[config.mk]
export PLATFORM = sky130hd
export DESIGN_NAME = uart_tx
export DESIGN_NICKNAME = d
export VERILOG_FILES = /design/src/rtl/uart_pkg.sv /design/src/rtl/uart_bit_timer.sv /design/src/rtl/uart_tx.sv
export SDC_FILE = /design/constraint.sdc
export NUM_CORES = 1
export LEC_CHECK = 0
export CAP_MARGIN = 20
export CORE_AREA = 3 3 97 53
export CTS_CLUSTER_DIAMETER = 80
export DETAILED_ROUTE_END_ITERATION = 6
export DIE_AREA = 0 0 100 56
export PLACE_DENSITY_LB_ADDON = 0.3
export SYNTH_ARGS = -nofsm -noshare
export SYNTH_HDL_FRONTEND = slang
export SYNTH_SLANG_ARGS = --single-unit
[constraint.sdc]
create_clock -name clk -period 2.2 [get_ports clk]
set_input_delay 0.44 -clock clk [delete_from_list [all_inputs] [get_ports clk]]
set_output_delay 0.44 -clock clk [all_outputs]
set_load 0.01 [all_outputs]
[src/rtl/uart_pkg.sv]
// uart_pkg: shared types and constants for the UART transmitter and receiver
package uart_pkg;
  typedef enum logic [1:0] {IDLE, START, DATA, STOP} uart_state_t;
  localparam int DATA_BITS = 8;
  localparam logic LINE_IDLE = 1'b1;
  localparam logic START_LEVEL = 1'b0;
  localparam int CNT_W = 12;
endpackage

[src/rtl/uart_bit_timer.sv]
// uart_bit_timer: BIT_TICKS-period counter with sync clear and a bit_end pulse
module uart_bit_timer
  import uart_pkg::*;
#(
  parameter int BIT_TICKS = 16
) (
  input  logic clk,
  input  logic clr,
  input  logic en,
  output logic bit_end
);
  logic [CNT_W-1:0] cnt;
  assign bit_end = en && cnt == CNT_W'(BIT_TICKS - 1);
  // count ticks within a bit, wrapping to 0 on the last tick
  always_ff @(posedge clk)
    cnt <= clr ? '0 : bit_end ? '0 : en ? cnt + 1'b1 : cnt;
endmodule

[src/rtl/uart_tx.sv]
// uart_tx: double-buffered 8N1/8N2 serial transmitter
module uart_tx
  import uart_pkg::*;
#(
  parameter int BIT_TICKS = 16,
  parameter int STOP_BITS = 1
) (
  input  logic       clk,
  input  logic       clr,
  input  logic [7:0] tx_data,
  input  logic       tx_load,
  input  logic       oe_clr,
  output logic       TxD,
  output logic       tdre,
  output logic       tx_busy,
  output logic       OE
);
  uart_state_t state, state_n;
  logic [DATA_BITS-1:0] hold, shift, shift_n;
  logic [3:0] bit_cnt, bit_cnt_n;
  logic bit_end, last_bit, last_stop, transfer, txd_n;
  assign last_bit = bit_cnt == 4'(DATA_BITS - 1);
  assign last_stop = bit_cnt == 4'(STOP_BITS - 1);
  assign transfer = !tdre && (state == IDLE || (state == STOP && bit_end && last_stop));
  assign tx_busy = state != IDLE;
  uart_bit_timer #(.BIT_TICKS(BIT_TICKS)) timer (
    .clk(clk),
    .clr(clr || transfer),
    .en(state != IDLE),
    .bit_end(bit_end)
  );
  // holding register, empty flag and sticky overrun (a new overrun beats oe_clr)
  always_ff @(posedge clk) begin
    if (clr) begin
      hold <= '0;
      tdre <= 1'b1;
      OE <= 1'b0;
    end else begin
      hold <= (tx_load && tdre) ? tx_data : hold;
      tdre <= transfer ? 1'b1 : tx_load ? 1'b0 : tdre;
      OE <= (tx_load && !tdre) || (OE && !oe_clr);
    end
  end
  // state, shifter, bit counter and the registered line output
  always_ff @(posedge clk) begin
    if (clr) begin
      state <= IDLE;
      shift <= '0;
      bit_cnt <= '0;
      TxD <= LINE_IDLE;
    end else begin
      state <= state_n;
      shift <= shift_n;
      bit_cnt <= bit_cnt_n;
      TxD <= txd_n;
    end
  end
  // next state plus shifter/bit-counter updates at bit boundaries
  always_comb begin
    state_n = state == IDLE  ? (transfer ? START : IDLE)
            : state == START ? (bit_end ? DATA : START)
            : state == DATA  ? (bit_end && last_bit ? STOP : DATA)
            : bit_end && last_stop ? (transfer ? START : IDLE) : STOP;
    shift_n = transfer ? hold : (state == DATA && bit_end) ? shift >> 1 : shift;
    bit_cnt_n = transfer ? 4'd0
              : (!bit_end || state == START) ? bit_cnt
              : ((state == DATA && last_bit) || (state == STOP && last_stop)) ? 4'd0
              : bit_cnt + 4'd1;
  end
  // line level for the coming cycle, so TxD only moves on bit boundaries
  always_comb
    txd_n = state_n == START ? START_LEVEL : state_n == DATA ? shift_n[0] : LINE_IDLE;
endmodule

## After elaboration in Yosys (flattened, before gate mapping)

Index checks and enable logic that the tools add are counted.

- Bits in registers: 37
- Input bits: 12
- Output and inout bits: 4
- Word-level logic and storage cells: 56

- $add $sub $neg: 2
- Equality and inequality tests: 7
- Multiplexer cells: 12
- Reduce and logical (&&, ||, !) cells: 26

Operators with widths:

| kind | number |
|---|---|
| 2-to-1 mux 8 bit | 2 |
| adder 12 x 1 -> 12 bit (second input constant) | 1 |
| equality test 12 x 4 -> 1 bit (second input constant) | 1 |
| logical AND 1 bit | 12 |
| 2-to-1 mux 2 bit | 5 |
| equality test 2 bit (second input constant) | 3 |
| logical OR 1 bit | 5 |
| adder 4 x 1 -> 4 bit (second input constant) | 1 |
| equality test 2 x 1 -> 1 bit (second input constant) | 2 |
| equality test 4 x 3 -> 1 bit (second input constant) | 1 |
| zero test 4 bit | 1 |
| 2-to-1 mux 1 bit | 4 |
| 2-to-1 mux 4 bit | 1 |
| nonzero test 2 bit | 2 |
| OR reduction 2 bit | 2 |
| zero test 1 bit | 3 |
| zero test 2 bit | 1 |

## Depth between registers and ports, before layout

Gate-level depths: netlist (run 1).

- Word-level depth: 14
- Mapped depth: 8
- Depth with buffers taken out: 7

## By module

A second synthesis (run 1) with hierarchy kept.

- Cells, all modules: 191
- Area total of the unflattened synthesis: 1,727.9 µm²

By module, submodules not included:

| module | times used | cells an instance | area an instance (µm²) | sequential area each (µm²) |
|---|---|---|---|---|
| uart_tx | 1 | 131 | 1,188.6 | 500.5 |
| uart_bit_timer | 1 | 60 | 539.3 | 240.2 |

## Worst setup path before layout (run 1)

OpenSTA, ideal clock, no wires.

- Kind: reg2reg
- From: reg timer.cnt[0]
- To: reg shift[5]
- Library setup time: 140 ps
- Data arrival time: 1,701 ps
- Data required time: 2,060 ps
- Path slack: 359 ps
- Cell stages (with the launch flop): 9
- Buffers on the path: 2
- Clock period less this slack: 1,841 ps
- Cell sequence: dfxtp_1 ha_1 and3b_1 clkbuf_1 nand3_1 o31a_1 buf_6 nor2_1 a211oi_2

- Longest elaborated chain between the ends: 7
- Elaborated cells between the ends (all ways): 9
- Classes of those cells: 1 x eq/ne; 1 x mux; 7 x reduce/logical

Ends and longest elaborated chain:

| what | RTL line | source |
|---|---|---|
| start, declared | uart_bit_timer.sv:12 | `logic [CNT_W-1:0] cnt;` |
| start signal, assigned | uart_bit_timer.sv:16 | `cnt <= clr ? '0 : bit_end ? '0 : en ? cnt + 1'b1 : cnt;` |
| equality test 12 x 4 -> 1 bit * | uart_bit_timer.sv:13 | `assign bit_end = en && cnt == CNT_W'(BIT_TICKS - 1);` |
| logical AND 1 bit * | uart_bit_timer.sv:13 |  |
| logical AND 1 bit (2 in series) | uart_tx.sv:24 | `assign transfer = !tdre && (state == IDLE \|\| (state == STOP && bit_end && last_stop));` |
| logical OR 1 bit | uart_tx.sv:24 |  |
| logical AND 1 bit | uart_tx.sv:24 |  |
| 2-to-1 mux 8 bit or nonzero test 2 bit (tied branches) | -- |  |
| end signal, assigned | uart_tx.sv:53 | `shift <= shift_n;` |
| end, declared | uart_tx.sv:19 | `logic [DATA_BITS-1:0] hold, shift, shift_n;` |

Mark *: on every way between the ends. The rest lies on a longest branch, timed or not.
A chain may end at the register's enable or synchronous reset.

## Worst setup path after layout (run 1)

- From: reg state[0]
- To: out tx_busy

- Longest elaborated chain between the ends: 1

Ends and longest elaborated chain:

| what | RTL line | source |
|---|---|---|
| start, declared | uart_tx.sv:18 | `uart_state_t state, state_n;` |
| start signal, assigned | uart_tx.sv:52 | `state <= state_n;` |
| nonzero test 2 bit | uart_tx.sv:25 | `assign tx_busy = state != IDLE;` |
| end, declared | uart_tx.sv:15 | `output logic tx_busy,` |

Every way passes these cells.

==> results of run 1 <==
==> sequential cells by signal, indices dropped and copies added, names as in the netlist <==
name	cells
shift	8
OE	1
timer.cnt	12
hold	8
TxD	1
tdre	1
state	2
bit_cnt	4
==> final cells by class <==
cell class	count	share of cell area (%)
Clock inverter	2	1.81
Clock buffer	6	3.99
Inverter	6	1.09
Tap cell	57	3.44
Timing Repair Buffer	20	9.06
Multi-Input combinational cell	141	44.8
Sequential cell	37	35.8
==> tightest hold or removal path: stages, from the launching register on <==
cell and delay [ns]:
dfxtp_1 0.31, nand2_1 0.05, a21oi_1 0.05
==> metal layers <==
metal | vias to the layer above | GRT usage (%) | wire length [µm]
met5 | - | 0 | 0
met4 | 0 | 4.61 | 37
met3 | 5 | 4.26 | 103
met2 | 13 | 21.0 | 1570
met1 | 630 | 16.4 | 1590
li1 | 718 | - | -
==> synthesized netlist by cell type, types with 2 or more instances <==
| cell type | number |
|---|---|
| a211oi_2 | 6 |
| or3_1 | 3 |
| xnor2_1 | 3 |
| dfxtp_1 | 37 |
| o21ai_0 | 4 |
| nand3_1 | 12 |
| nor2_1 | 26 |
| mux2i_1 | 8 |
| o2111ai_1 | 2 |
| a21oi_1 | 14 |
| nor3b_1 | 2 |
| xor2_1 | 6 |
| inv_1 | 6 |
| nand2_1 | 19 |
| ha_1 | 3 |
| clkbuf_1 | 7 |
| and3_1 | 4 |
| nor2b_1 | 3 |
| nand4_1 | 3 |
| nor3_1 | 4 |
==> cells by family (layout without fill, tap and decap cells) <==
logic type                 after synthesis  after routing
and+or+nand+nor                         86             86
AOI/OAI and AO/OA                       34             34
DFF                                     37             37
muxes                                    9              9
xor gates and xnor gates                 9              9
buffers and inverters                   16             34
adders and majority gates                3              3
==> final timing paths <==
path / startpoint / endpoint / slack [ns] / depth (start not counted)
worst max-delay path: state[0] / tx_busy / 0.13 / 2
worst min-delay path: hold[3] / hold[3] / 0.46 / 2
worst max register to register: timer.cnt[0] / TxD / 0.25 / 6
worst min register to register: hold[3] / hold[3] / 0.46 / 2
==> placed cells by master (no fill, tap or decap), types with 2 or more instances in the layout <==
master            n
xnor2_1           3
and3_1            4
o2111ai_1         2
nor3b_1           2
clkdlybuf4s50_1  15
or3_1             3
a211oi_2          6
nor2b_1           3
clkbuf_8          6
ha_1              3
buf_4             5
nor3_1            4
inv_1             6
nand3_1          12
dfxtp_1          37
mux2i_1           8
nand2_1          19
nand4_1           3
nor2_1           26
a21oi_1          14
xor2_1            6
o21ai_0           4
==> power by group <==
group,switching [mW],internal (mW)
Combinational,0.0797,0.0758
Clock,0.240,0.368
Sequential,0.0183,0.700
Total,0.338,1.14
==> flow_summary_export.csv, run 1 <==
group,metric,value,unit
run_status,status,"completed",
logic_synthesis,syn-mean-instance-area,8.96,µm²
floorplanning,core_region_area,4320,µm²
final_layout,stdcell_area,2070,µm²
placed_design,dp_slack,0.253,ns
detailed_routing,drtPass1Iterations,4,
logic_synthesis,synth_fa_ha_area_share,2.16,%
sta,min_period,2.07,ns
worst_setup_path,slowest_delay,0.57,ns
floorplanning,die_area,5600,µm²
detailed_routing,num_vias,1366,
detailed_routing,wire_per_inst,12.3,µm
worst_setup_path,endpoint_kind,"primary output",
detailed_routing,ant_nets,0,
sta,maxSlewHeadroom,67.8,%
logic_synthesis,syn_nets,209,
clock_network,cts.root.buffer_cell,"clkbuf_8",
logic_synthesis,yosysUniqueCellTypes,42,
clock_network,htreeDepth,2,
sta,drv_slew,0,
logic_synthesis,yosysWarningCount,0,
clock_network,cts_tree,"yes",
sta,post-route-period-util,93.9,%
placed_design,place.gp.congestion,0.807,
logic_synthesis,synth_xor_area_share,4.54,%
worst_setup_path,startpoint_type,"flop",
worst_setup_path,path_max_fanout,9,
final_layout,layout.cells.non_filler,269,
clock_network,cts_hold_buf,0,
final_layout,multi_input_area,928,µm²
final_layout,fin_nets,226,
placed_design,io_buffers,15,
power_and_ir_drop,leakagePower,0.803,nW
worst_setup_path,crit_slowest_cell,"clkdlybuf4s50_1",
placed_design,dp_cells,261,
clock_network,clock_path_buffers,2,
placed_design,dp_hpwl,2440,µm
grt,overflow,0,
clock_network,clk_latency,0.29,ns
sta,rsz0062_at_grt,"no",
worst_setup_path,crit_buf_inv,1,
detailed_routing,routed_wirelength,3310,µm
sta,fmax,484,MHz
logic_synthesis,yosysSeqAreaShare,42.6,%
logic_synthesis,syn_inst,194,
placed_design,place_area,1950,µm²
worst_setup_path,worstPathRequired,1.76,ns
final_layout,num_antenna_cells,0,
worst_setup_path,crit_family,"buffers and inverters",
detailed_routing,dr.first_iter.drc_count,75,
logic_synthesis,synth_top_family_by_area,"simple AND/OR/NAND/NOR gates",
floorplanning,initial_utilization,40.2,%
final_layout,area.growth.synth_to_final,19.2,%
floorplanning,ios,16,
worst_setup_path,crit_type,"reg -> out",
grt,grt_pass1_wl,5930,µm
sta,worst_slack,0.134,ns
sta,setup_viol,0,
sta,finalHoldViolCount,0,
floorplanning,fp.dieH,56,µm
logic_synthesis,ys.flop_type,"dfxtp_1",
logic_synthesis,synth_largest_area_cell,"dfxtp_1",
clock_network,cts_resized,0,
sta,worst_pin_slew,0.479,ns
sta,clock_skew,0.00890,ns
worst_hold_path,worstHoldPathType,"reg -> reg",
grt,grt_antenna_before_repair,0,
logic_synthesis,synth_top_area_share,42.6,%
logic_synthesis,yosys-top-cells-area,"dfxtp_1 (43%), nor2_1 (5.6%), mux2i_1 (4.6%), a211oi_2 (4.3%), nand2_1 (4.1%)",
final_layout,regArea,741,µm²
detailed_routing,vias_per_cell,5.08,
clock_network,cts.sinks,37,
final_layout,utilization,48.0,%
run,cap_violations,0,
logic_synthesis,synthMuxAreaShare,5.26,%
detailed_routing,drcViolationCount,0,
logic_synthesis,syn_area,1740,µm²
logic_synthesis,synth-simple-area-share,27.2,%
sta,worst_hold_slack,0.457,ns
clock_network,cts_setup_buffers,0,
floorplanning,placementRows,17,
logic_synthesis,synth_compound_area_share,14.3,%
worst_setup_path,crit_path_cell_trace,"or2_2 > clkdlybuf4s50_1",
sta,setup-tns-final,0,ns
logic_synthesis,async_flop_share,0,%
logic_synthesis,ys_ff_latch,37,
grt,grtUsageTotal,13.1,%
clock_network,path_clk_slew,0.08,ns
floorplanning,die_w,100,µm
clock_network,cts_buffers,5,
grt,grt_pass1_vias,1330,
grt,grt_max_degree,18,
power_and_ir_drop,power_density,716,nW/µm²
power_and_ir_drop,ir_worst_vdd,239,µV
worst_setup_path,arrival,1.63,ns
final_layout,final_layout_size_suffix_gt1_share,11.8,%
power_and_ir_drop,p_total,1.48,mW
final_layout,fillers,424,
logic_synthesis,synth-edff-count,0,
(Power assumes the default switching activity.)
==> inputs of run 2 (changes only) <==
SKIP_CTS_REPAIR_TIMING = 1   (was not set)
==> results of run 2 <==
No change in the layout: final DEF, timing and power equal those of run 1.
==> inputs of run 3 (changes only) <==
RECOVER_POWER = 100   (was not set)
==> flow_summary_export.csv, run 3 (same netlist as run 1, synthesis figures left out) <==
group,metric,value,unit
run_status,status,"completed",
detailed_routing,wl_met1,1580,µm
worst_hold_path,worstHoldPathType,"reg -> reg",
placed_design,io_buffers,15,
worst_setup_path,startpoint_type,"flop",
sta,fmax,484,MHz
sta,worst_hold_slack,0.459,ns
final_layout,stdcell_area,2050,µm²
clock_network,path_clk_slew,0.08,ns
detailed_routing,drcViolationCount,0,
grt,grtUsageTotal,13.1,%
grt,overflow,0,
sta,finalHoldViolCount,0,
detailed_routing,wire_per_inst,12.4,µm
floorplanning,initial_utilization,40.2,%
floorplanning,fp.dieH,56,µm
placed_design,dp_slack,0.253,ns
worst_hold_path,hold_end,"hold[3]",
final_layout,largest_reg_flops,12,
clock_network,htreeDepth,2,
sta,worst_pin_slew,0.888,ns
clock_network,cts_buffers,5,
clock_network,clock_path_buffers,2,
detailed_routing,highest_layer,"met4",
sta,min_period,2.07,ns
clock_network,cts.sinks,37,
power_and_ir_drop,ir_worst_vdd,239,µV
grt,grt_antenna_before_repair,0,
worst_setup_path,reg2reg_to,"TxD",
detailed_routing,num_vias,1371,
sta,maxSlewHeadroom,40.8,%
placed_design,dp_hpwl,2440,µm
clock_network,clk_latency,0.29,ns
detailed_routing,dr.first_iter.drc_count,67,
worst_setup_path,arrival,1.63,ns
sta,setup-tns-final,0,ns
final_layout,num_antenna_cells,0,
floorplanning,placementRows,17,
clock_network,cts.root.buffer_cell,"clkbuf_8",
detailed_routing,dr_wl_met3,106,µm
detailed_routing,routed_wirelength,3320,µm
sta,rsz0062_at_grt,"no",
final_layout,regMostFlops,"timer.cnt",
sta,drv_slew,0,
worst_setup_path,worstPathRequired,1.76,ns
worst_setup_path,endpoint_kind,"primary output",
clock_network,cts_tree,"yes",
detailed_routing,vias_per_cell,5.10,
worst_hold_path,hold_depth,2,
worst_setup_path,crit_type,"reg -> out",
grt,grt_pass1_vias,1330,
floorplanning,ios,16,
detailed_routing,drtPass1Iterations,4,
power_and_ir_drop,p_total,1.48,mW
floorplanning,core_region_area,4320,µm²
final_layout,fin_nets,226,
worst_setup_path,reg2reg_depth,6,
floorplanning,die_w,100,µm
worst_hold_path,holdCritStartpoint,"hold[3]",
final_layout,final_common_cell,"dfxtp_1",
sta,setup_viol,0,
floorplanning,die_area,5600,µm²
placed_design,place_area,1950,µm²
run,cap_violations,0,
final_layout,biggestRegsByFlops,"timer.cnt x12, hold x8, shift x8",
worst_setup_path,r2r-start,"timer.cnt[0]",
detailed_routing,ant_nets,0,
final_layout,final_layout_size_suffix_gt1_share,10.4,%
worst_setup_path,regToRegSetupSlack,0.25,ns
worst_setup_path,path_max_fanout,9,
sta,worst_slack,0.135,ns
detailed_routing,routed-wl-met2,1600,µm
power_and_ir_drop,leakagePower,0.799,nW
grt,grt_max_degree,18,
sta,clock_skew,0.00863,ns
grt,grt_pass1_wl,5930,µm
final_layout,area.growth.synth_to_final,18.2,%
power_and_ir_drop,power_density,719,nW/µm²
sta,post-route-period-util,93.9,%
placed_design,place.gp.congestion,0.807,
final_layout,final_cell_mix,"dfxtp_1 (37), nor2_1 (26), nand2_1 (19)",
[run 3: worst max-delay path by stage]
| stage | startpoint | to | slack (ns) | depth (start not counted) |
|---|---|---|---|---|
| after CTS | state[0] | tx_busy | 0.15 | 2 |
| after global routing | state[0] | tx_busy | 0.05 | 2 |
| after detailed placement | timer.cnt[0] | TxD | 0.25 | 6 |
| final | state[0] | tx_busy | 0.13 | 2 |
| after global placement | timer.cnt[0] | shift[0] | 0.35 | 6 |
| after floorplan | timer.cnt[0] | shift[5] | 0.36 | 8 |
[run 3: routing by layer]
layer	vias up	global-route usage [%]
met5	-	0
li1	715	-
met1	635	16.4
met2	16	21.0
met3	5	4.26
met4	0	4.61
[run 3: per-stage QoR]
stage	util [%]	instances
global route	47.6	269
CTS	48.0	269
global placement	45.2	261
floorplan	-	194
finish	47.6	269
detailed placement	45.2	261
[run 3: critical path, stage by stage (launching register included)]
cell and delay [ns]:
dfxtp_1 0.48, or2_2 0.28, clkdlybuf4s50_1 0.57
[run 3: layout make-up]
| cell class | count | area (µm²) |
|---|---|---|
| inverter | 6 | 22.5 |
| fill | 429 | 2260 |
| clock buffer | 6 | 82.6 |
| timing repair buffer | 20 | 181 |
| multi-input combinational | 141 | 918 |
| tap | 57 | 71.3 |
| clock inverter | 2 | 37.5 |
| sequential | 37 | 741 |
[run 3: where the power goes]
group | switching, mW | internal, mW | leakage, nW
clock network | 0.240 | 0.368 | 0.0574
registers | 0.0182 | 0.700 | 0.301
logic | 0.0783 | 0.0714 | 0.440
